--- src/rtl/mem_dump_reader.sv ---
// Debug readback engine: dumps a block of RAM words as an MSB-first byte stream.
// Optional `MEMDUMP_CHECKSUM_EN appends a 4-byte XOR checksum of the dumped words.
module mem_dump_reader #(
    parameter int ADDR_W = 10,
    parameter int DATA_W = 32
) (
    input  logic              clk,
    input  logic              rst,
    input  logic              start,
    input  logic [ADDR_W-1:0] base_addr,
    input  logic [ADDR_W:0]   word_count,
    output logic              busy,
    output logic              done,
    output logic              mem_rd_en,
    output logic [ADDR_W-1:0] mem_addr,
    input  logic [DATA_W-1:0] mem_rdata,
    output logic [7:0]        tx_data,
    output logic              tx_valid,
    input  logic              tx_ready
);

    typedef enum logic [2:0] {
        IDLE    = 3'd0,
        RD_REQ  = 3'd1,
        RD_WAIT = 3'd2,
        SEND    = 3'd3,
`ifdef MEMDUMP_CHECKSUM_EN
        CSUM    = 3'd4,
`endif
        DONE    = 3'd5
    } state_t;

    localparam logic [ADDR_W-1:0] ADDR_ONE = ADDR_W'(1);
    localparam logic [ADDR_W:0]   REM_ONE  = (ADDR_W + 1)'(1);

    state_t              state;
    state_t              state_nxt;
    logic [ADDR_W-1:0]   addr;
    logic [ADDR_W-1:0]   last_addr;
    logic [ADDR_W:0]     remaining;
    logic [DATA_W-1:0]   shreg;
    logic [1:0]          byte_idx;
    logic                xfer;
    logic                last_byte;
    logic                last_word;
`ifdef MEMDUMP_CHECKSUM_EN
    logic [DATA_W-1:0]   acc;
`endif

    assign xfer      = tx_valid && tx_ready;
    assign last_byte = xfer && (byte_idx == 2'd3);
    assign last_word = (remaining == REM_ONE);

    // State register.
    // NOTE: sequential state is written only with non-blocking assignments so every
    // flop samples pre-edge values regardless of process evaluation order.
    always_ff @(posedge clk) begin
        if (!rst) begin
            state <= IDLE;
        end else begin
            state <= state_nxt;
        end
    end

    // Next-state logic.
    // NOTE: state_nxt gets a default before the case so no path leaves it unassigned,
    // which would otherwise infer a latch.
    always_comb begin
        state_nxt = state;
        unique case (state)
            IDLE: begin
                if (start) begin
                    state_nxt = (word_count != '0) ? RD_REQ : DONE;
                end
            end
            RD_REQ:  state_nxt = RD_WAIT;
            RD_WAIT: state_nxt = SEND;
            SEND: begin
                if (last_byte) begin
                    if (!last_word) begin
                        state_nxt = RD_REQ;
                    end else begin
`ifdef MEMDUMP_CHECKSUM_EN
                        state_nxt = CSUM;
`else
                        state_nxt = DONE;
`endif
                    end
                end
            end
`ifdef MEMDUMP_CHECKSUM_EN
            CSUM: begin
                if (last_byte) begin
                    state_nxt = DONE;
                end
            end
`endif
            DONE:    state_nxt = IDLE;
            default: state_nxt = IDLE;
        endcase
    end

    // Datapath registers: address, remaining count, shift register, byte index.
    always_ff @(posedge clk) begin
        if (!rst) begin
            addr      <= '0;
            last_addr <= '0;
            remaining <= '0;
            shreg     <= '0;
            byte_idx  <= '0;
`ifdef MEMDUMP_CHECKSUM_EN
            acc       <= '0;
`endif
        end else begin
            unique case (state)
                IDLE: begin
                    if (start) begin
                        addr      <= base_addr;
                        remaining <= word_count;
`ifdef MEMDUMP_CHECKSUM_EN
                        acc       <= '0;
`endif
                    end
                end
                RD_REQ: begin
                    // Remember the issued address so mem_addr holds between reads.
                    last_addr <= addr;
                end
                RD_WAIT: begin
                    shreg    <= mem_rdata;
                    byte_idx <= 2'd0;
`ifdef MEMDUMP_CHECKSUM_EN
                    acc      <= acc ^ mem_rdata;
`endif
                end
                SEND: begin
                    if (xfer) begin
                        shreg    <= shreg << 8;
                        byte_idx <= byte_idx + 2'd1;
                    end
                    if (last_byte) begin
                        addr      <= addr + ADDR_ONE;
                        remaining <= remaining - REM_ONE;
`ifdef MEMDUMP_CHECKSUM_EN
                        if (last_word) begin
                            shreg <= acc;
                        end
`endif
                    end
                end
`ifdef MEMDUMP_CHECKSUM_EN
                CSUM: begin
                    if (xfer) begin
                        shreg    <= shreg << 8;
                        byte_idx <= byte_idx + 2'd1;
                    end
                end
`endif
                default: begin
                end
            endcase
        end
    end

    // Output decode, purely from state and datapath registers.
    always_comb begin
        busy      = (state != IDLE);
        done      = (state == DONE);
        mem_rd_en = (state == RD_REQ);
        mem_addr  = mem_rd_en ? addr : last_addr;
`ifdef MEMDUMP_CHECKSUM_EN
        tx_valid  = (state == SEND) || (state == CSUM);
`else
        tx_valid  = (state == SEND);
`endif
        tx_data   = tx_valid ? shreg[DATA_W-1 -: 8] : 8'h00;
    end

endmodule

--- config.mk ---
export PLATFORM = sky130hd
export DESIGN_NAME = mem_dump_reader
export DESIGN_NICKNAME = d
export VERILOG_FILES = /design/src/rtl/mem_dump_reader.sv
export SDC_FILE = /design/constraint.sdc
export NUM_CORES = 1
export LEC_CHECK = 0
export ABC_AREA = 1
export CORE_UTILIZATION = 50
export DETAILED_ROUTE_END_ITERATION = 8
export PLACE_DENSITY = 0.83
export SLEW_MARGIN = 15
export SYNTH_ARGS = -nofsm -noshare
export SYNTH_HDL_FRONTEND = slang
export SYNTH_SLANG_ARGS = --single-unit
--- constraint.sdc ---
create_clock -name clk -period 1.5 [get_ports clk]
set_input_delay 0.15 -clock clk [delete_from_list [all_inputs] [get_ports clk]]
set_output_delay 0.15 -clock clk [all_outputs]
set_load 0.01 [all_outputs]
==> results of run 1 <==
-- what timing repair did --
action / in CTS
pin swaps: 8
buffers inserted: 21
setup endpoints to repair: 55
cloned: 6
gates resized for setup: 159
-- per-stage QoR --
stage	hold WS, ns	utilization [%]	area [um^2]	setup TNS (ns)
floorplan	0.292	-	3460	0
global placement	0.449	71.1	4640	-2.09
detailed placement	0.457	71.1	4640	-4.08
CTS	0.358	81.4	5320	-3.22
-- cells by family after synthesis --
family,count (synthesis),synth area share [%]
compound gates,126,19.8
fa+ha+maj,4,1.45
simple gates,240,29.2
xor+xnor,1,0.253
flops,68,39.3
buf+inv,84,9.94
==> results by group, run 1 <==
Synthesis
  – EDFF count, synth: 0
  – #FFs+latches synth: 68
  – Synth top cells by count: nand2_1 (132), dfxtp_1 (68), nor2_1 (53)
  – Synth Flop Type: dfxtp_1
  – Sequential share of the synthesized area: 39.3%
  – Synth top area share: 39.3%
  – Leading post-synthesis cells by cell area: dfxtp_1 (39%), nand2_1 (14%), a21oi_1 (6.4%)
  – Count leader, synth: nand2_1
  – Synth Instances: 523
  – Synthesized net count: 584
  – Share of flip-flops with an asynchronous set or reset: 0%
  – Syn. warnings: 0
  – Syn_area_per_cell: 6.62 um^2
  – Cell Area, Synth: 3460 um^2
  – Yosys top cell by area: dfxtp_1
  – Post-synth cell types: 25

Placed design
  – GP Congestion: 0.876
  – I/O Buffers: 78
  – Pre-CTS WS: -0.235 ns
  – Post-Place Cells: 699
  – DP HPWL: 6610 um

Floorplanning
  – Row cnt: 29
  – Initial Util: 53.0%
  – Num ports: 79
  – Die X: 85.2 um
  – Die height: 85.2 um

Status
  – Failing step: 5_1_grt
  – Err: [ERROR DPL-0033] detailed placement checks failed during check placement.
  – Outcome: did not finish

Global routing
  – Largest net degree at the start of global routing: 28
  – Initial antenna violation count: 1

CTS
  – H-tree depth: 3
  – Post-cts hold buffer count: 0
  – CTS max path bufs: 2
  – # clock sinks: 68
  – CTS buffer count: 9
  – Clock tree root buffer cell: clkbuf_8

STA
  – Kind of pin the worst path terminates on: top-level output
  – Worst setup endpoint GRT: mem_addr[8]
==> run 2: changes to the inputs <==
Settings changed: CORE_UTILIZATION 50 to 40, PLACE_DENSITY 0.83 to unset, PLACE_DENSITY_LB_ADDON set to 0.15.
==> run 2 against run 1 <==
  * The flow now finishes, with violations (negative setup slack)
  * Synthesized cell count unchanged
  * Synthesized area unchanged
==> results by group, run 2 <==
Synthesis
  – Synth Flop Type: dfxtp_1 (unchanged)
  – Syn_area_per_cell: 6.62 um^2 (unchanged)
  – Cell Area, Synth: 3460 um^2 (unchanged)
  – Leading post-synthesis cells by cell area: dfxtp_1 (39%), nand2_1 (14%), a21oi_1 (6.4%) (unchanged)
  – Post-synth cell types: 25 (unchanged)
  – #FFs+latches synth: 68 (unchanged)
  – Synth Instances: 523 (unchanged)
  – Share of flip-flops with an asynchronous set or reset: 0% (unchanged)
  – Synth top area share: 39.3% (unchanged)
  – Yosys top cell by area: dfxtp_1 (unchanged)
  – EDFF count, synth: 0 (unchanged)
  – Sequential share of the synthesized area: 39.3% (unchanged)
  – Syn. warnings: 0 (unchanged)
  – Synthesized net count: 584 (unchanged)
  – Count leader, synth: nand2_1 (unchanged)
  – Synth top cells by count: nand2_1 (132), dfxtp_1 (68), nor2_1 (53) (unchanged)

STA
  – Slew @ Worst Pin: 0.389 ns
  – Slew Limit Fails: 0
  – Tcrit/Tclk final: 109%
  – Unrepaired setup endpoints after global routing: true
  – Post-route minimum period: 1.64 ns
  – Final Hold Viols: 0
  – Clk_skew: 0.00952 ns
  – Max-slew headroom at the worst pin: 73.8%
  – Fmax: 611 MHz
  – Final worst-path setup slack: -0.138 ns
  – Final setup fails: 30

Min path
  – Class of the tightest hold or removal check: in2reg
  – Worst Hold Endpoint: shreg[28]
  – Hold-critical path depth: 3
  – Hold wc startpoint: mem_rdata[28]

Worst setup path
  – Worst reg-to-reg setup slack: -0.07 ns
  – Crit Path Class: reg2out
  – CP bufs+invs: 4
  – CP startpoint kind: register
  – Slowest CP cell: dfxtp_2
  – Reg2reg start: state[0]
  – Crit Reg-Reg Endpoint: remaining[5]
  – CP peak stage delay: 0.35 ns
  – Crit. End Element: primary output
  – Worst endpoint required time: 1.35 ns
  – Worst reg-to-reg path cell count: 10
  – CP max FO: 5
  – Crit-path leading delay family: simple AND/OR/NAND/NOR gates
  – Most frequent cell on the critical path: inv_2
  – CP arrival: 1.49 ns
  – Worst path cell trace: inv_2 -> nand2_4 -> nor2_4 -> buf_6 -> or2_2 -> inv_2 -> a21oi_2 -> buf_2

CTS
  – Clock tree root buffer cell: clkbuf_8 (unchanged)
  – Clk_lat worst skew: 0.34 ns
  – Clock transition at path regs: 0.07 ns
  – H-tree depth: 3 (unchanged)
  – CTS buffer count: 9 (unchanged)
  – Post-cts hold buffer count: 0 (unchanged)
  – CTS tree: done
  – CTS max path bufs: 2 (unchanged)
  – # clock sinks: 68 (unchanged)

Placed design
  – I/O Buffers: 78 (unchanged)
  – DP HPWL: 6420 um (was 6610 um)
  – GP Congestion: 0.805 (was 0.876)
  – Post-Place Cells: 722 (was 699)
  – Area after DPL: 4640 um^2 (about the same)

Floorplanning
  – Core area: 8300 um^2
  – Initial Util: 41.7% (was 53.0%)
  – Num ports: 79 (unchanged)
  – Row cnt: 33 (was 29)
  – Die X: 95.0 um (was 85.2 um)
  – Die area: 9030 um^2
  – Die height: 95.0 um (was 85.2 um)

Route
  – Post-DRT Antenna Nets: 0
  – First-pass iteration count of the detailed router: 4
  – DR vias/cell: 5.01
  – Drt wl/cell: 13.1 um
  – Vias: 3770
  – Total Wirelength: 9850 um
  – Detailed Route Iter0 Violations: 140
  – DRC: 0

Global routing
  – Largest net degree at the start of global routing: 26
  – Vias in the first global route: 3445
  – GR Util All Layers: 22.9%
  – First-pass GRT wire length: 15900 um
  – Initial antenna violation count: 0
  – Gr ovfl total: 0

Cells and area
  – Largest reg by FF count: shreg
  – Most frequent cells in the layout: nand2_1 (126), dfxtp_1 (65), clkdlybuf4s50_1 (56), nor2_1 (46), inv_1 (40)
  – Most common cell after layout, fill and taps aside: nand2_1
  – Final Cell Area: 5250 um^2
  – Max reg flops: 32
  – Biggest regs: shreg (32), remaining (11)
  – Layout Cells excl Fill: 753
  – Layout cell share with drive strength beyond 1: 24.8%
  – Ant. Diodes: 0
  – Layout area overhead: 51.7%
  – Final #Nets: 705

Pwr
  – Peak VDD IR: 0.000546 V
  – P per Cell Area: 1170 nW/um^2
  – Leak: 2.22 nW

Status
  – Outcome: complete, but fails checks (was did not finish)
  – Failing checks: negative setup slack

Job
  – Total of max-cap violations: 0
[run 2: cell counts after synthesis]
No cell type changed its count.
[run 2: what timing repair did]
| item | in CTS | in global routing |
|---|---|---|
| setup endpoints to repair | 75 | 78 |
| buffers inserted | 10 | 2 |
| gates cloned | 5 | 0 |
| gates resized for setup | 133 | 41 |
| pin swaps | 10 | 9 |
[run 2: through the flow]
step                hold slack (ns)  total power [mW]  worst slack [ns]  setup TNS [ns]  util (%)
finish                        0.377              6.16            -0.138           -2.44      63.3
global route                  0.369              6.57            -0.219           -7.15      63.3
CTS                           0.364              6.03            -0.140           -2.80      61.6
detailed placement            0.454              4.23            -0.228           -5.86      55.9
global placement              0.450              4.18            -0.185           -3.81      55.9
floorplan                     0.292              3.37             0.194               0         -
[run 2: tightest hold or removal path: cells and delay by family]
family / cells / cell delay [ns]
buf+inv: 1 / 0.40
compound gates: 1 / 0.07
simple gates: 1 / 0.06
[run 2: cell families (layout without fill, tap and decap cells)]
kind of cell,Yosys count,in the layout,share of synthesized area (%)
flops,68,68,39.3
buf+inv,84,209,9.94
fa+ha+maj,4,4,1.45
xor+xnor,1,1,0.253
simple gates,240,240,29.2
compound gates,126,126,19.8
[run 2: worst max-delay path by stage]
| stage | cells past startpoint | slack [ns] | endpoint | startpoint |
|---|---|---|---|---|
| global placement | 8 | -0.18 | mem_addr[7] | state[1] |
| CTS | 8 | -0.14 | mem_addr[0] | state[1] |
| floorplan | 9 | 0.19 | addr[3] | state[1] |
| finish | 8 | -0.14 | mem_addr[9] | state[1] |
| detailed placement | 8 | -0.23 | mem_addr[6] | state[1] |
| global route | 8 | -0.22 | mem_addr[1] | state[1] |
[run 2: routing by layer]
| metal | vias up | wire length, um | share of wire [%] | GRT usage, % |
|---|---|---|---|---|
| met4 | 0 | 161 | 1.6 | 9.60 |
| met1 | 1708 | 4620 | 47 | 30.3 |
| met2 | 80 | 4660 | 47 | 36.9 |
| met5 | - | 0 | 0 | 0 |
| li1 | 1965 | - | - | - |
| met3 | 17 | 409 | 4.2 | 3.91 |
[run 2: where the power goes]
part | internal [mW] | leakage (nW) | switching (mW)
registers | 2.08 | 0.560 | 0.162
logic | 1.25 | 1.57 | 1.21
clock network | 0.754 | 0.0959 | 0.700
total | 4.08 | 2.22 | 2.08
[run 2: layout make-up]
| type | count | area [um^2] |
|---|---|---|
| clock buffers | 10 | 128 |
| clock inverters | 5 | 53.8 |
| fillers | 769 | 3050 |
| inverters | 53 | 201 |
| multi-input cells | 371 | 1950 |
| flip-flops and latches | 68 | 1370 |
| well taps | 105 | 131 |
| repair buffers | 141 | 1420 |
Note: power is estimated with default switching activity, not from simulation.
==> run 3: changes to the inputs <==
Settings changed: CAP_MARGIN set to 20.
==> results of run 3 <==
Same layout as run 2: the final DEF is identical, and so are final timing and power.
==> run 4: changes to the inputs <==
Clock period 1.5 ns to 1.99 ns, I/O delays scaled along.
==> run 4 against run 3 <==
  * Setup slack better by 0.23 ns
  * Critical path type unchanged
  * Design area shrank 12%
  * Global-route usage fell by 2.7 points
  * The run now ends clean
  * Highest routed layer unchanged
  * Routed wire length shrank 8.4%
  * Largest cell class unchanged
==> results by group, run 4 (synthesized netlist as in run 2, its figures left out) <==
Floorplanning
  – Row cnt: 33 (unchanged)
  – Num ports: 79 (unchanged)
  – Die X: 95.0 um (unchanged)
  – Initial Util: 41.7% (unchanged)
  – Die height: 95.0 um (unchanged)
  – Core area: 8300 um^2 (unchanged)
  – Die area: 9030 um^2 (unchanged)

Worst setup path
  – CP arrival: 1.70 ns (was 1.49 ns)
  – Worst endpoint required time: 1.79 ns (was 1.35 ns)
  – Slowest CP cell: dfxtp_2 (unchanged)
  – CP max FO: 16 (was 5)
  – CP startpoint kind: register (unchanged)
  – Crit Path Class: reg2out (unchanged)
  – Most frequent cell on the critical path: inv_1 (was inv_2)
  – Crit. End Element: primary output (unchanged)
  – CP peak stage delay: 0.34 ns (was 0.35 ns)
  – Worst path cell trace: inv_1 -> nand2_2 -> nor2_4 -> buf_12 -> or2_2 -> inv_1 -> a21oi_1 -> dlygate4sd2_1 (was inv_2 -> nand2_4 -> nor2_4 -> buf_6 -> or2_2 -> inv_2 -> a21oi_2 -> buf_2)

CTS
  – Post-cts hold buffer count: 0 (unchanged)
  – CTS buffer count: 9 (unchanged)
  – Clock transition at path regs: 0.07 ns (about the same)
  – CTS tree: done (unchanged)
  – CTS max path bufs: 2 (unchanged)
  – H-tree depth: 3 (unchanged)
  – # clock sinks: 68 (unchanged)
  – Clk_lat worst skew: 0.34 ns (about the same)
  – Clock tree root buffer cell: clkbuf_8 (unchanged)

STA
  – Final setup fails: 0 (was 30)
  – Total Neg Setup Slack: 0 ns (was -2.44 ns)
  – Clk_skew: 0.00685 ns (was 0.00952 ns)
  – Max-slew headroom at the worst pin: 71.1% (was 73.8%)
  – Post-route minimum period: 1.90 ns
  – Unrepaired setup endpoints after global routing: false (was true)
  – Slew @ Worst Pin: 0.429 ns (was 0.389 ns)
  – Fmax: 527 MHz
  – Final Hold Viols: 0 (unchanged)
  – Tcrit/Tclk final: 95.4%
  – Slew Limit Fails: 0 (unchanged)

Global routing
  – Vias in the first global route: 3134 (was 3445)
  – Initial antenna violation count: 0 (unchanged)
  – Met1 GRT Util: 27.8% (was 30.3%)
  – Met2 Use GR: 32.3% (was 36.9%)
  – First-pass GRT wire length: 14300 um (was 15900 um)
  – Gr busiest metal: met2 (unchanged)
  – GR Util All Layers: 20.3% (was 22.9%)
  – Largest net degree at the start of global routing: 43 (was 26)
  – Grt met3 use: 3.03% (was 3.91%)
  – Gr ovfl total: 0 (unchanged)

Cells and area
  – Largest reg by FF count: shreg (unchanged)
  – Final #Nets: 662 (was 705)
  – Ant. Diodes: 0 (unchanged)
  – Layout area overhead: 34.1% (was 51.7%)
  – Biggest regs: shreg (32), remaining (11) (unchanged)
  – Max reg flops: 32 (unchanged)
  – Most common cell after layout, fill and taps aside: nand2_1 (unchanged)
  – Most frequent cells in the layout: nand2_1 (131), clkdlybuf4s50_1 (67), dfxtp_1 (65), nor2_1 (52), inv_1 (50) (was nand2_1 (126), dfxtp_1 (65), clkdlybuf4s50_1 (56), nor2_1 (46), inv_1 (40))
  – Layout cell share with drive strength beyond 1: 8.93% (was 24.8%)

Pwr
  – P per Cell Area: 869 nW/um^2 (was 1170 nW/um^2)
  – Leak: 1.91 nW (was 2.22 nW)
  – Sequential power share: 42.0% (was 36.4%)
  – Peak VDD IR: 0.000389 V (was 0.000546 V)
  – Comb power frac: 32.7% (was 40.0%)
  – Switch Pwr: 1.36 mW (was 2.08 mW)
  – Switching portion of total power: 33.7% (about the same)
  – Cell internal pwr: 2.67 mW (was 4.08 mW)
  – Clock power share: 25.2% (was 23.6%)
  – Total Power: 4.03 mW (was 6.16 mW)

Route
  – DRC: 0 (unchanged)
  – Total Wirelength: 9020 um (was 9850 um)
  – Post-DRT Antenna Nets: 0 (unchanged)
  – Detailed Route Iter0 Violations: 189 (was 140)
  – Drt wl/cell: 12.7 um (was 13.1 um)
  – First-pass iteration count of the detailed router: 5 (was 4)
  – DR vias/cell: 4.95 (was 5.01)
  – Vias: 3511 (was 3770)

Min path
  – Class of the tightest hold or removal check: in2reg (unchanged)

Job
  – Total of max-cap violations: 0 (unchanged)

Placed design
  – DP HPWL: 6060 um (was 6420 um)
  – GP Congestion: 0.796 (was 0.805)
  – I/O Buffers: 78 (unchanged)

Status
  – Outcome: finished, final reports clean (was complete, but fails checks)
[run 4: cell types whose count changed in the layout (fill, tap and decap cells not counted), moves of 6 or more]
| cell | previous run | this run |
|---|---|---|
| a21oi_2 | 14 | 0 |
| a21oi_1 | 30 | 44 |
| inv_1 | 40 | 50 |
| or2_2 | 5 | 11 |
| o21ai_0 | 32 | 38 |
| buf_6 | 20 | 1 |
| or2_4 | 6 | 0 |
| nor2_1 | 46 | 52 |
| inv_2 | 11 | 1 |
| buf_2 | 11 | 0 |
| clkdlybuf4s50_1 | 56 | 67 |
| buf_4 | 36 | 14 |
[run 4: routing by layer]
metal / part of all wire [%] / up-vias
met2: 44 / 96
met3: 5.3 / 11
met1: 49 / 1534
met5: 0 / -
met4: 1.2 / 0
li1: - / 1870
[run 4: metrics by stage]
| stage | worst slack (ns) | utilization (%) | cells | instance area (um^2) | hold slack [ns] |
|---|---|---|---|---|---|
| final | 0.0923 | 55.9 | 710 | 4640 | 0.433 |
| after global routing | 0.00387 | 55.9 | 710 | 4640 | 0.434 |
| after floorplan | 0.657 | - | 523 | 3460 | 0.341 |
| after CTS | 0.0137 | 55.6 | 708 | 4610 | 0.425 |
| after detailed placement | 0.100 | 52.9 | 690 | 4390 | 0.458 |
| after global placement | 0.165 | 52.9 | 690 | 4390 | 0.448 |
[run 4: repair_timing]
item / in CTS / in global routing
setup buffers: 2 / 1
endpoints found under the setup margin: 18 / 18
gates resized for setup: 16 / 8
gates cloned: 1 / 1
pin swaps: 1 / 1
[run 4: worst max-delay path: cells and delay by family, from the launching register on]
kind                   cells  cell delay [ns]
and+or+nand+nor            3             0.42
buffers and inverters      4             0.57
AOI/OAI and AO/OA          1             0.04
DFF                        1             0.34
[run 4: cell type report]
class	instances	area [um^2]
Multi-Input combinational cell	372	1790
Tap cell	105	131
Timing Repair Buffer	97	980
Clock buffer	14	163
Fill cell	841	3660
Clock inverter	1	7.51
Sequential cell	68	1370
Inverter	53	199
[run 4: path summary, 6_finish.rpt]
kind,endpoint,slack (ns),cells past startpoint,from
min reg2reg,shreg[1],0.46,2,shreg[1]
max,mem_addr[5],0.09,8,state[1]
max reg2reg,remaining[10],0.28,9,state[2]
min,shreg[23],0.43,3,mem_rdata[23]
[run 4: power by group through the flow]
stage | registers [mW] | logic (mW) | clock network, mW
after floorplan | 1.69 | 0.852 | 0
after global placement | 1.71 | 1.28 | 0
after detailed placement | 1.72 | 1.31 | 0
after CTS | 1.69 | 1.31 | 1.05
after global routing | 1.72 | 1.49 | 1.10
final | 1.70 | 1.32 | 1.02
